**config.mk**
```make
export PLATFORM = sky130hd
export DESIGN_NAME = wb_master_arbiter_flat
export DESIGN_NICKNAME = d
export VERILOG_FILES = /design/src/rtl/wb_arb_pkg.sv /design/src/rtl/wb_master_arbiter_if.sv /design/src/rtl/wb_watchdog.sv /design/src/rtl/wb_master_arbiter.sv /design/src/flat_wrapper.sv
export SDC_FILE = /design/constraint.sdc
export NUM_CORES = 1
export LEC_CHECK = 0
export BUFFER_PORTS_ARGS = -buffer_cell sky130_fd_sc_hd__buf_2
export CAP_MARGIN = 0
export CORE_AREA = 2 2 126 128
export CTS_CLUSTER_DIAMETER = 150
export DETAILED_ROUTE_END_ITERATION = 6
export DIE_AREA = 0 0 128 130
export GPL_TIMING_DRIVEN = 0
export MAX_ROUTING_LAYER = met4
export REMOVE_ABC_BUFFERS = 1
export SLEW_MARGIN = 25
export SYNTH_ARGS = -nofsm -noshare
export SYNTH_HDL_FRONTEND = slang
export SYNTH_SLANG_ARGS = --single-unit
```
**constraint.sdc**
```tcl
create_clock -name clk -period 3.59 [get_ports clk]
set_input_delay 0.5385 -clock clk [delete_from_list [all_inputs] [get_ports clk]]
set_output_delay 0.5385 -clock clk [all_outputs]
set_load 0.01 [all_outputs]
```
**src/rtl/wb_arb_pkg.sv**
```systemverilog
// Shared definitions for the two-master Wishbone arbiter.
// Holds default bus widths, FSM state encodings and the watchdog width helper.
// Imported by the bus interface, the watchdog and the arbiter top.
package wb_arb_pkg;

  localparam int ADR_W = 30;
  localparam int DAT_W = 32;

  typedef logic [1:0] arb_state_t;

  localparam arb_state_t ST_IDLE  = 2'd0;
  localparam arb_state_t ST_OWN0  = 2'd1;
  localparam arb_state_t ST_OWN1  = 2'd2;
  localparam arb_state_t ST_DRAIN = 2'd3;

  // Counter must be able to hold the value TIMEOUT itself (saturation point).
  function automatic int wd_cnt_w(input int timeout);
    return $clog2(timeout + 1);
  endfunction

endpackage

```
**src/rtl/wb_master_arbiter_if.sv**
```systemverilog
// One Wishbone B4 classic port (master <-> slave signal bundle).
// master modport drives the request side, slave modport drives the termination side.
// Widths default to the SoC export port widths.
interface wb_master_arbiter_if
  import wb_arb_pkg::*;
#(
  parameter int AW = ADR_W,
  parameter int DW = DAT_W
) ();

  logic [AW-1:0]   adr;
  logic [DW-1:0]   dat_w;
  logic [DW-1:0]   dat_r;
  logic [DW/8-1:0] sel;
  logic            cyc;
  logic            stb;
  logic            we;
  logic [2:0]      cti;
  logic [1:0]      bte;
  logic            ack;
  logic            err;

  modport master (
    output adr, dat_w, sel, cyc, stb, we, cti, bte,
    input  dat_r, ack, err
  );

  modport slave (
    input  adr, dat_w, sel, cyc, stb, we, cti, bte,
    output dat_r, ack, err
  );

endinterface

```
**src/rtl/wb_watchdog.sv**
```systemverilog
// Bus watchdog: counts cycles of strobe without termination, saturating at TIMEOUT.
// Fire is a registered one-cycle pulse the cycle after the count reaches TIMEOUT-1.
// A termination in the would-be firing cycle suppresses the pulse.
module wb_watchdog
  import wb_arb_pkg::*;
#(
  parameter int TIMEOUT = 1024
) (
  input  logic clk,
  input  logic reset,
  input  logic stb,
  input  logic term,
  output logic fire
);

  localparam int CW = wd_cnt_w(TIMEOUT);
  localparam logic [CW-1:0] LIMIT   = CW'(TIMEOUT);
  localparam logic [CW-1:0] FIRE_AT = CW'(TIMEOUT - 1);

  logic [CW-1:0] cnt_q, cnt_d;
  logic          fire_q, fire_d;

  // Next count: clear on idle strobe or termination, otherwise saturating increment.
  always_comb begin
    cnt_d = cnt_q;
    if (!stb || term) begin
      cnt_d = '0;
    end else if (cnt_q != LIMIT) begin
      cnt_d = cnt_q + 1'b1;
    end
    fire_d = stb & ~term & (cnt_q == FIRE_AT);
  end

  // Counter and fire pulse registers.
  always_ff @(posedge clk or posedge reset) begin
    if (reset) begin
      cnt_q  <= '0;
      fire_q <= 1'b0;
    end else begin
      cnt_q  <= cnt_d;
      fire_q <= fire_d;
    end
  end

  assign fire = fire_q;

endmodule

```
**src/rtl/wb_master_arbiter.sv**
```systemverilog
// Two-master round-robin Wishbone B4 classic arbiter with locked grants and a bus watchdog.
// Latency: one cycle from cyc to grant; slave signals are combinational muxes of the owner.
// Backpressure: owner holds the bus while cyc is high; the loser simply waits with cyc raised.
module wb_master_arbiter
  import wb_arb_pkg::*;
#(
  parameter int TIMEOUT = 1024
) (
  input  logic                 clk,
  input  logic                 reset,
  wb_master_arbiter_if.slave   m0,
  wb_master_arbiter_if.slave   m1,
  wb_master_arbiter_if.master  s,
  output logic [1:0]           grant,
  output logic                 timeout_evt
);

  arb_state_t state_q, state_d;
  // Master that held the bus most recently; the other one wins a tie.
  logic       last_owner_q, last_owner_d;
  logic       wd_fire;
  logic       own0, own1;
  logic       owner_cyc;

  assign own0 = (state_q == ST_OWN0);
  assign own1 = (state_q == ST_OWN1);

  // Slave-side mux of the owning master; watchdog fire kills cyc/stb immediately.
  always_comb begin
    s.adr   = own1 ? m1.adr   : m0.adr;
    s.dat_w = own1 ? m1.dat_w : m0.dat_w;
    s.sel   = own1 ? m1.sel   : m0.sel;
    s.we    = own1 ? m1.we    : m0.we;
    s.cti   = own1 ? m1.cti   : m0.cti;
    s.bte   = own1 ? m1.bte   : m0.bte;
    s.cyc   = ((own0 & m0.cyc) | (own1 & m1.cyc)) & ~wd_fire;
    s.stb   = ((own0 & m0.cyc & m0.stb) | (own1 & m1.cyc & m1.stb)) & ~wd_fire;
  end

  // Master-side terminations: only the owner sees them; a watchdog fire replaces the slave's.
  always_comb begin
    m0.dat_r = s.dat_r;
    m1.dat_r = s.dat_r;
    m0.ack   = own0 & s.ack & ~wd_fire;
    m1.ack   = own1 & s.ack & ~wd_fire;
    m0.err   = own0 & (wd_fire | s.err);
    m1.err   = own1 & (wd_fire | s.err);
  end

  assign owner_cyc   = last_owner_q ? m1.cyc : m0.cyc;
  assign grant       = {own1, own0};
  assign timeout_evt = wd_fire;

  // Arbitration FSM: round-robin from IDLE, locked while the owner holds cyc.
  always_comb begin
    state_d      = state_q;
    last_owner_d = last_owner_q;
    case (state_q)
      ST_IDLE: begin
        if (m0.cyc && m1.cyc) state_d = last_owner_q ? ST_OWN0 : ST_OWN1;
        else if (m0.cyc)      state_d = ST_OWN0;
        else if (m1.cyc)      state_d = ST_OWN1;
      end
      ST_OWN0: begin
        if (wd_fire) begin
          last_owner_d = 1'b0;
          state_d      = m0.cyc ? ST_DRAIN : ST_IDLE;
        end else if (!m0.cyc) begin
          last_owner_d = 1'b0;
          state_d      = m1.cyc ? ST_OWN1 : ST_IDLE;
        end
      end
      ST_OWN1: begin
        if (wd_fire) begin
          last_owner_d = 1'b1;
          state_d      = m1.cyc ? ST_DRAIN : ST_IDLE;
        end else if (!m1.cyc) begin
          last_owner_d = 1'b1;
          state_d      = m0.cyc ? ST_OWN0 : ST_IDLE;
        end
      end
      // last_owner already names the timed-out master; wait for it to let go.
      ST_DRAIN: begin
        if (!owner_cyc) state_d = ST_IDLE;
      end
      default: state_d = ST_IDLE;
    endcase
  end

  // State registers; last_owner resets to m1 so m0 wins the first tie.
  always_ff @(posedge clk or posedge reset) begin
    if (reset) begin
      state_q      <= ST_IDLE;
      last_owner_q <= 1'b1;
    end else begin
      state_q      <= state_d;
      last_owner_q <= last_owner_d;
    end
  end

  wb_watchdog #(
    .TIMEOUT (TIMEOUT)
  ) u_watchdog (
    .clk   (clk),
    .reset (reset),
    .stb   (s.stb),
    .term  (s.ack | s.err),
    .fire  (wd_fire)
  );

endmodule

```
**src/flat_wrapper.sv**
```systemverilog
// flat-port wrapper written by rule: the top's interface ports become plain ports
module wb_master_arbiter_flat import wb_arb_pkg::*;
#(
  parameter int TIMEOUT = 1024
)
  (clk, reset, grant, timeout_evt, m0_adr, m0_dat_w, m0_sel, m0_cyc, m0_stb, m0_we, m0_cti, m0_bte, m0_dat_r, m0_ack, m0_err, m1_adr, m1_dat_w, m1_sel, m1_cyc, m1_stb, m1_we, m1_cti, m1_bte, m1_dat_r, m1_ack, m1_err, s_adr, s_dat_w, s_sel, s_cyc, s_stb, s_we, s_cti, s_bte, s_dat_r, s_ack, s_err);
  wb_master_arbiter_if m0_i ();
  wb_master_arbiter_if m1_i ();
  wb_master_arbiter_if s_i ();
  input  logic clk;
  input  logic reset;
  output logic [1:0] grant;
  output logic timeout_evt;
  input wire logic [$bits(m0_i.adr)-1:0] m0_adr;
  input wire logic [$bits(m0_i.dat_w)-1:0] m0_dat_w;
  input wire logic [$bits(m0_i.sel)-1:0] m0_sel;
  input wire logic [$bits(m0_i.cyc)-1:0] m0_cyc;
  input wire logic [$bits(m0_i.stb)-1:0] m0_stb;
  input wire logic [$bits(m0_i.we)-1:0] m0_we;
  input wire logic [$bits(m0_i.cti)-1:0] m0_cti;
  input wire logic [$bits(m0_i.bte)-1:0] m0_bte;
  output wire logic [$bits(m0_i.dat_r)-1:0] m0_dat_r;
  output wire logic [$bits(m0_i.ack)-1:0] m0_ack;
  output wire logic [$bits(m0_i.err)-1:0] m0_err;
  input wire logic [$bits(m1_i.adr)-1:0] m1_adr;
  input wire logic [$bits(m1_i.dat_w)-1:0] m1_dat_w;
  input wire logic [$bits(m1_i.sel)-1:0] m1_sel;
  input wire logic [$bits(m1_i.cyc)-1:0] m1_cyc;
  input wire logic [$bits(m1_i.stb)-1:0] m1_stb;
  input wire logic [$bits(m1_i.we)-1:0] m1_we;
  input wire logic [$bits(m1_i.cti)-1:0] m1_cti;
  input wire logic [$bits(m1_i.bte)-1:0] m1_bte;
  output wire logic [$bits(m1_i.dat_r)-1:0] m1_dat_r;
  output wire logic [$bits(m1_i.ack)-1:0] m1_ack;
  output wire logic [$bits(m1_i.err)-1:0] m1_err;
  output wire logic [$bits(s_i.adr)-1:0] s_adr;
  output wire logic [$bits(s_i.dat_w)-1:0] s_dat_w;
  output wire logic [$bits(s_i.sel)-1:0] s_sel;
  output wire logic [$bits(s_i.cyc)-1:0] s_cyc;
  output wire logic [$bits(s_i.stb)-1:0] s_stb;
  output wire logic [$bits(s_i.we)-1:0] s_we;
  output wire logic [$bits(s_i.cti)-1:0] s_cti;
  output wire logic [$bits(s_i.bte)-1:0] s_bte;
  input wire logic [$bits(s_i.dat_r)-1:0] s_dat_r;
  input wire logic [$bits(s_i.ack)-1:0] s_ack;
  input wire logic [$bits(s_i.err)-1:0] s_err;
  assign m0_i.adr = m0_adr;
  assign m0_i.dat_w = m0_dat_w;
  assign m0_i.sel = m0_sel;
  assign m0_i.cyc = m0_cyc;
  assign m0_i.stb = m0_stb;
  assign m0_i.we = m0_we;
  assign m0_i.cti = m0_cti;
  assign m0_i.bte = m0_bte;
  assign m0_dat_r = m0_i.dat_r;
  assign m0_ack = m0_i.ack;
  assign m0_err = m0_i.err;
  assign m1_i.adr = m1_adr;
  assign m1_i.dat_w = m1_dat_w;
  assign m1_i.sel = m1_sel;
  assign m1_i.cyc = m1_cyc;
  assign m1_i.stb = m1_stb;
  assign m1_i.we = m1_we;
  assign m1_i.cti = m1_cti;
  assign m1_i.bte = m1_bte;
  assign m1_dat_r = m1_i.dat_r;
  assign m1_ack = m1_i.ack;
  assign m1_err = m1_i.err;
  assign s_adr = s_i.adr;
  assign s_dat_w = s_i.dat_w;
  assign s_sel = s_i.sel;
  assign s_cyc = s_i.cyc;
  assign s_stb = s_i.stb;
  assign s_we = s_i.we;
  assign s_cti = s_i.cti;
  assign s_bte = s_i.bte;
  assign s_i.dat_r = s_dat_r;
  assign s_i.ack = s_ack;
  assign s_i.err = s_err;
  wb_master_arbiter #(.TIMEOUT(TIMEOUT)) u_core (.clk(clk), .reset(reset), .m0(m0_i), .m1(m1_i), .s(s_i), .grant(grant), .timeout_evt(timeout_evt));
endmodule
```
==> results of run 1 <==
==> cell usage in the layout (no fill, tap or decap), drive strengths merged, types with 4 or more instances in the layout <==
cell | Yosys | layout
buf | 76 | 233
nand2 | 221 | 221
dfrtp | 14 | 14
inv | 10 | 10
a21oi | 9 | 9
nor2 | 9 | 9
nand3 | 6 | 6
o21ai | 5 | 5
nor2b | 4 | 4
o31ai | 4 | 4
or4 | 4 | 4
a31oi | 4 | 4
nand4 | 4 | 4
==> stage by stage <==
step	worst slack (ps)	area [um2]
floorplan	2.09	1780
global placement	-1730	3180
detailed placement	1200	3220
CTS	932	3300
global route	828	3300
finish	990	3300
==> cell type report <==
class / count / area (um2) / share of cell area [%]
clock buffer: 3 / 75.1 / 2.28
timing repair buffer: 233 / 1190 / 36.0
multi-input combinational: 299 / 1370 / 41.6
tap: 192 / 240 / 7.28
clock inverter: 1 / 5.00 / 0.152
sequential: 15 / 377 / 11.4
inverter: 10 / 40.0 / 1.21
==> worst reg2reg max path: cells and delay by family (launching register included) <==
family / cells / cell delay (ps)
and+or+nand+nor: 2 / 770
DFF: 1 / 500
AOI/OAI and AO/OA: 1 / 250
==> final timing paths <==
check	slack, ps	endpoint	from	cells after the start
hold / removal	360	u_core.u_watchdog.cnt_q[8]$_DFFE_PP0P_	reset	2
hold reg to reg	500	u_core.u_watchdog.fire$_DFF_PP0_	u_core.u_watchdog.cnt_q[10]$_DFFE_PP0P_	1
setup / recovery	990	s_sel[0]	u_core.state_q[1]$_DFFE_PP0P_	5
setup reg to reg	1960	u_core.u_watchdog.fire$_DFF_PP0_	u_core.u_watchdog.fire$_DFF_PP0_	3
max in group asynchronous	2840	u_core.state_q[0]$_DFFE_PP0P_	reset	2
min in group clk	500	u_core.u_watchdog.fire$_DFF_PP0_	u_core.u_watchdog.cnt_q[10]$_DFFE_PP0P_	1
==> layer usage <==
metal / up-vias / routed length (um)
li1: 1534 / -
met1: 1272 / 4880
met2: 221 / 4460
met3: 6 / 1640
met4: 0 / 107
met5: - / 0
==> power breakdown <==
group	total (W)	switching (W)	internal [W]
clock	0.000218	0.0000690	0.000149
sequential	0.000237	0.0000454	0.000192
combinational	0.00145	0.000896	0.000553
==> kinds of logic (layout without fill, tap and decap cells) <==
| logic type | after synthesis | in the layout | synth area share, % |
|---|---|---|---|
| xor gates and xnor gates | 2 | 2 | 0.740 |
| adders and majority gates | 2 | 2 | 1.06 |
| DFF | 15 | 15 | 15.9 |
| AOI/OAI and AO/OA | 30 | 30 | 8.24 |
| and+or+nand+nor | 264 | 264 | 47.2 |
| muxes | 1 | 1 | 0.423 |
| buffers and inverters | 98 | 247 | 26.5 |
==> registers in the layout (all words and copies together) (netlist names) <==
signal	cells
u_core.last_owner_q	1
u_core.u_watchdog.cnt_q	11
u_core.u_watchdog.fire	1
u_core.state_q	2
==> out/qor.csv, run 1 <==
metric,value,unit
die_x,128,um
cp.buffers_inverters,2,
start_kind,register,
synth_edf_count,0,
cap_violations,0,
use_met3,7.26,%
tightest_slew,742,ps
skew,0.727,ps
via_per_inst,4.03,
cts-root-buf,clkbuf_16,
area_growth,39.2,%
ant_nets,0,
crit_required,3050,ps
cp_slowest_cell,dfrtp_1,
wl_per_cell,14.7,um
synthDistinctLibCells,42,
rsz0062_at_grt,false,
synth_warnings,0,
drc,0,
setup_tns,0,ps
yosys-top-cells-area,"nand2_1 (35%), buf_4 (21%), dfrtp_1 (15%)",
post-cts-setup-buffer-count,0,
syn_area,2370,um2
synthArstFlopShare,100,%
nNetsFinal,748,
fin_hold_ws,364,ps
io_pins,329,
layout-drive-gt1-share,44.2,%
die_area,16600,um2
finalHoldViolCount,0,
worstSetupPathType,reg -> out,
routed_wl,11100,um
clkTransAtPathRegs,50,ps
ctsHoldBuffers,0,
diodes,0,
total_power,0.00190,W
cts_tree,built,
dp_hpwl,9010,um
yosys_most_used_dff,dfrtp_1,
core,15400,um2
postSynthCellCount,412,
crit_arrival,2060,ps
num_rows,46,
drt_pass1_iterations,5,
cts_resized,0,
status,finished clean,
clk_latency,240,ps
grt.met1_usage,14.6,%
fin_cells,753,
drt_iter0_markers,156,
path_common_cell,nand2_1,
cts_num_sinks,15,
finalSetupViolCount,0,
yosys-top-cells-count,"nand2_1 (221), buf_4 (66), dfrtp_1 (14), clkbuf_1 (11)",
die_h,130,um
path_max_fanout,73,
dp.cells,749,
timing.final.crit_share,72.4,%
clockBufferDepth,2,
cts-buffers-inserted,3,
final-max-slew-violation-count,0,
vdd.ir_drop.worst,0.293,mV
crit_path_max_incr_delay,570,ps
fillers,1777,
place_congestion,0.754,
yosys.area.top_type,nand2_1,
antenna_found_initial,0,
seq_area_frac_synth,15.9,%
port_buffers,232,
grt_remaining_overflow,0,
finalWorstPathRequiredPeriod,2600,ps
slew_headroom,50.5,%
grt_pass1_wl,14300,um
yosys_register_bits,15,
grt_pass1_vias,2410,
busiest_layer,met2,
vias,3033,
grt_use_total,11.7,%
p_leak,1.99,nW
crit_family,buffers and inverters,
yosysMostFrequentCell,nand2_1,
p_per_area,577,nW/um2
grtUsageMet2,16.1,%
hold_class,in -> async,
final_core_util,21.4,%
start_util,15.4,%
crit_chain,"nand2b_4, inv_4, nand2_1, nand2_1, buf_2",
yosysTopAreaCellShare,35.0,%
fmax,385,MHz
htree_levels,1,
endpoint_kind,primary output,
syn_avg_cell_area,5.75,um2
grt_start_max_net_pins,74,
No activity file was read; power rests on OpenSTA's default activity.
==> run 2: changes to the inputs <==
==> constraint.sdc (replaced) <==
create_clock -name clk -period 2.4 [get_ports clk]
set_input_delay 0.36 -clock clk [delete_from_list [all_inputs] [get_ports clk]]
set_output_delay 0.36 -clock clk [all_outputs]
set_load 0.01 [all_outputs]
==> out/qor.csv, run 2 (same netlist as run 1, synthesis figures left out) <==
metric,value,unit
status,finished clean,
nNetsFinal,748,
grt_use_total,11.7,%
p_per_area,866,nW/um2
fmax,455,MHz
drt_iter0_markers,182,
skew,0.737,ps
tightest_slew,600,ps
switching_power,0.00152,W
cts_tree,built,
routed_wl,11100,um
crit_path_max_incr_delay,530,ps
top_register,u_core.u_watchdog.cnt_q,
clkTransAtPathRegs,50,ps
num_rows,46,
via_per_inst,4.04,
combPwrFrac,76.2,%
cts-buffers-inserted,3,
core,15400,um2
post-cts-setup-buffer-count,0,
finalHoldViolCount,0,
grt_remaining_overflow,0,
io_pins,329,
p_int,0.00134,W
start_util,15.4,%
largest_register_ff_count,11,
start_kind,register,
crit_required,2040,ps
dp_hpwl,9010,um
htree_levels,1,
crit_chain,"nand2b_4, buf_16, nand2_1, nand2_1, buf_2",
crit_arrival,1840,ps
cp_slowest_cell,dfrtp_1,
final-max-slew-violation-count,0,
total_power,0.00286,W
drt_pass1_iterations,4,
path_max_fanout,69,
place_congestion,0.754,
wl_per_cell,14.7,um
cts-root-buf,clkbuf_16,
rsz0062_at_grt,false,
vdd.ir_drop.worst,0.445,mV
die_h,130,um
fin_hold_ws,186,ps
final_cell_mix,"buf_2 (232), nand2_1 (221), dfrtp_1 (14)",
vias,3039,
final_common_cell,buf_2,
ctsHoldBuffers,0,
hold_class,in -> async,
layout-drive-gt1-share,44.2,%
timing.final.crit_share,91.6,%
switching_share,53.1,%
drc,0,
reg.largest.list,"u_core.u_watchdog.cnt_q x11, u_core.state_q x2",
finalSetupViolCount,0,
endpoint_kind,primary output,
p_clk_share,11.4,%
worstSetupPathType,reg -> out,
slew_headroom,60.0,%
p_seq_share,12.4,%
cap_violations,0,
clk_latency,240,ps
port_buffers,232,
path_common_cell,nand2_1,
die_x,128,um
p_leak,2.00,nW
grt_pass1_wl,14300,um
finalWorstPathRequiredPeriod,2200,ps
area_growth,39.5,%
die_area,16600,um2
diodes,0,
antenna_found_initial,0,
cts_num_sinks,15,
grt_pass1_vias,2410,
grt_start_max_net_pins,74,
ant_nets,0,
crit_family,simple AND/OR/NAND/NOR gates,
cp.buffers_inverters,2,
clockBufferDepth,2,
[run 2: cell counts in the layout (fill, tap and decap cells not counted)]
Identical to the previous run, type by type.
[run 2: timing repair]
item | 4_1_cts | 5_1_grt
resized for setup | 1 | 1
hold endpoints to repair | 0 | 0
gates cloned | 0 | 0
setup endpoints to repair | 11 | 1
[run 2: power groups by stage]
stage	registers [W]	clock network, W	logic (W)
2_1_floorplan	0.000337	0	0.00120
6_report	0.000355	0.000326	0.00218
3_3_place_gp	0.000352	0	0.00220
5_1_grt	0.000364	0.000342	0.00244
4_1_cts	0.000353	0.000330	0.00222
3_5_place_dp	0.000357	0	0.00221
[run 2: cell type report]
class | count | area, um2
Multi-Input combinational cell | 299 | 1370
Clock buffer | 3 | 75.1
Timing Repair Buffer | 233 | 1190
Inverter | 10 | 45.0
Fill cell | 1777 | 12100
Tap cell | 192 | 240
Clock inverter | 1 | 5.00
Sequential cell | 15 | 377
[run 2: worst paths after layout]
path | start | endpoint | slack [ps] | cells after the start
worst max-delay path | u_core.state_q[0]$_DFFE_PP0P_ | s_dat_w[6] | 200 | 5
worst min-delay path | reset | u_core.u_watchdog.cnt_q[8]$_DFFE_PP0P_ | 190 | 2
worst max register to register | u_core.u_watchdog.fire$_DFF_PP0_ | u_core.u_watchdog.fire$_DFF_PP0_ | 770 | 3
worst min register to register | u_core.u_watchdog.cnt_q[10]$_DFFE_PP0P_ | u_core.u_watchdog.fire$_DFF_PP0_ | 500 | 1
max in group asynchronous | reset | u_core.state_q[0]$_DFFE_PP0P_ | 1820 | 2
min in group clk | m1_cyc | u_core.state_q[1]$_DFFE_PP0P_ | 450 | 3
[run 2: through the flow]
stage          setup TNS [ps]  cell area (um2)  instances  utilization (%)  setup WS, ps
2_1_floorplan          -73520             1780        324                -         -1010
3_3_place_gp          -192800             3180        748             20.6         -2740
3_5_place_dp                0             3220        749             20.9           187
4_1_cts                     0             3300        753             21.4          71.4
5_1_grt                     0             3300        753             21.4          67.1
6_report                    0             3300        753             21.4           202
[run 2: per-layer routing]
layer	global-route usage, %	vias to the layer above	wire (um)
met4	2.26	0	107
met5	-	-	0
li1	-	1533	-
met3	7.26	6	1670
met2	16.1	217	4490
met1	14.5	1283	4830
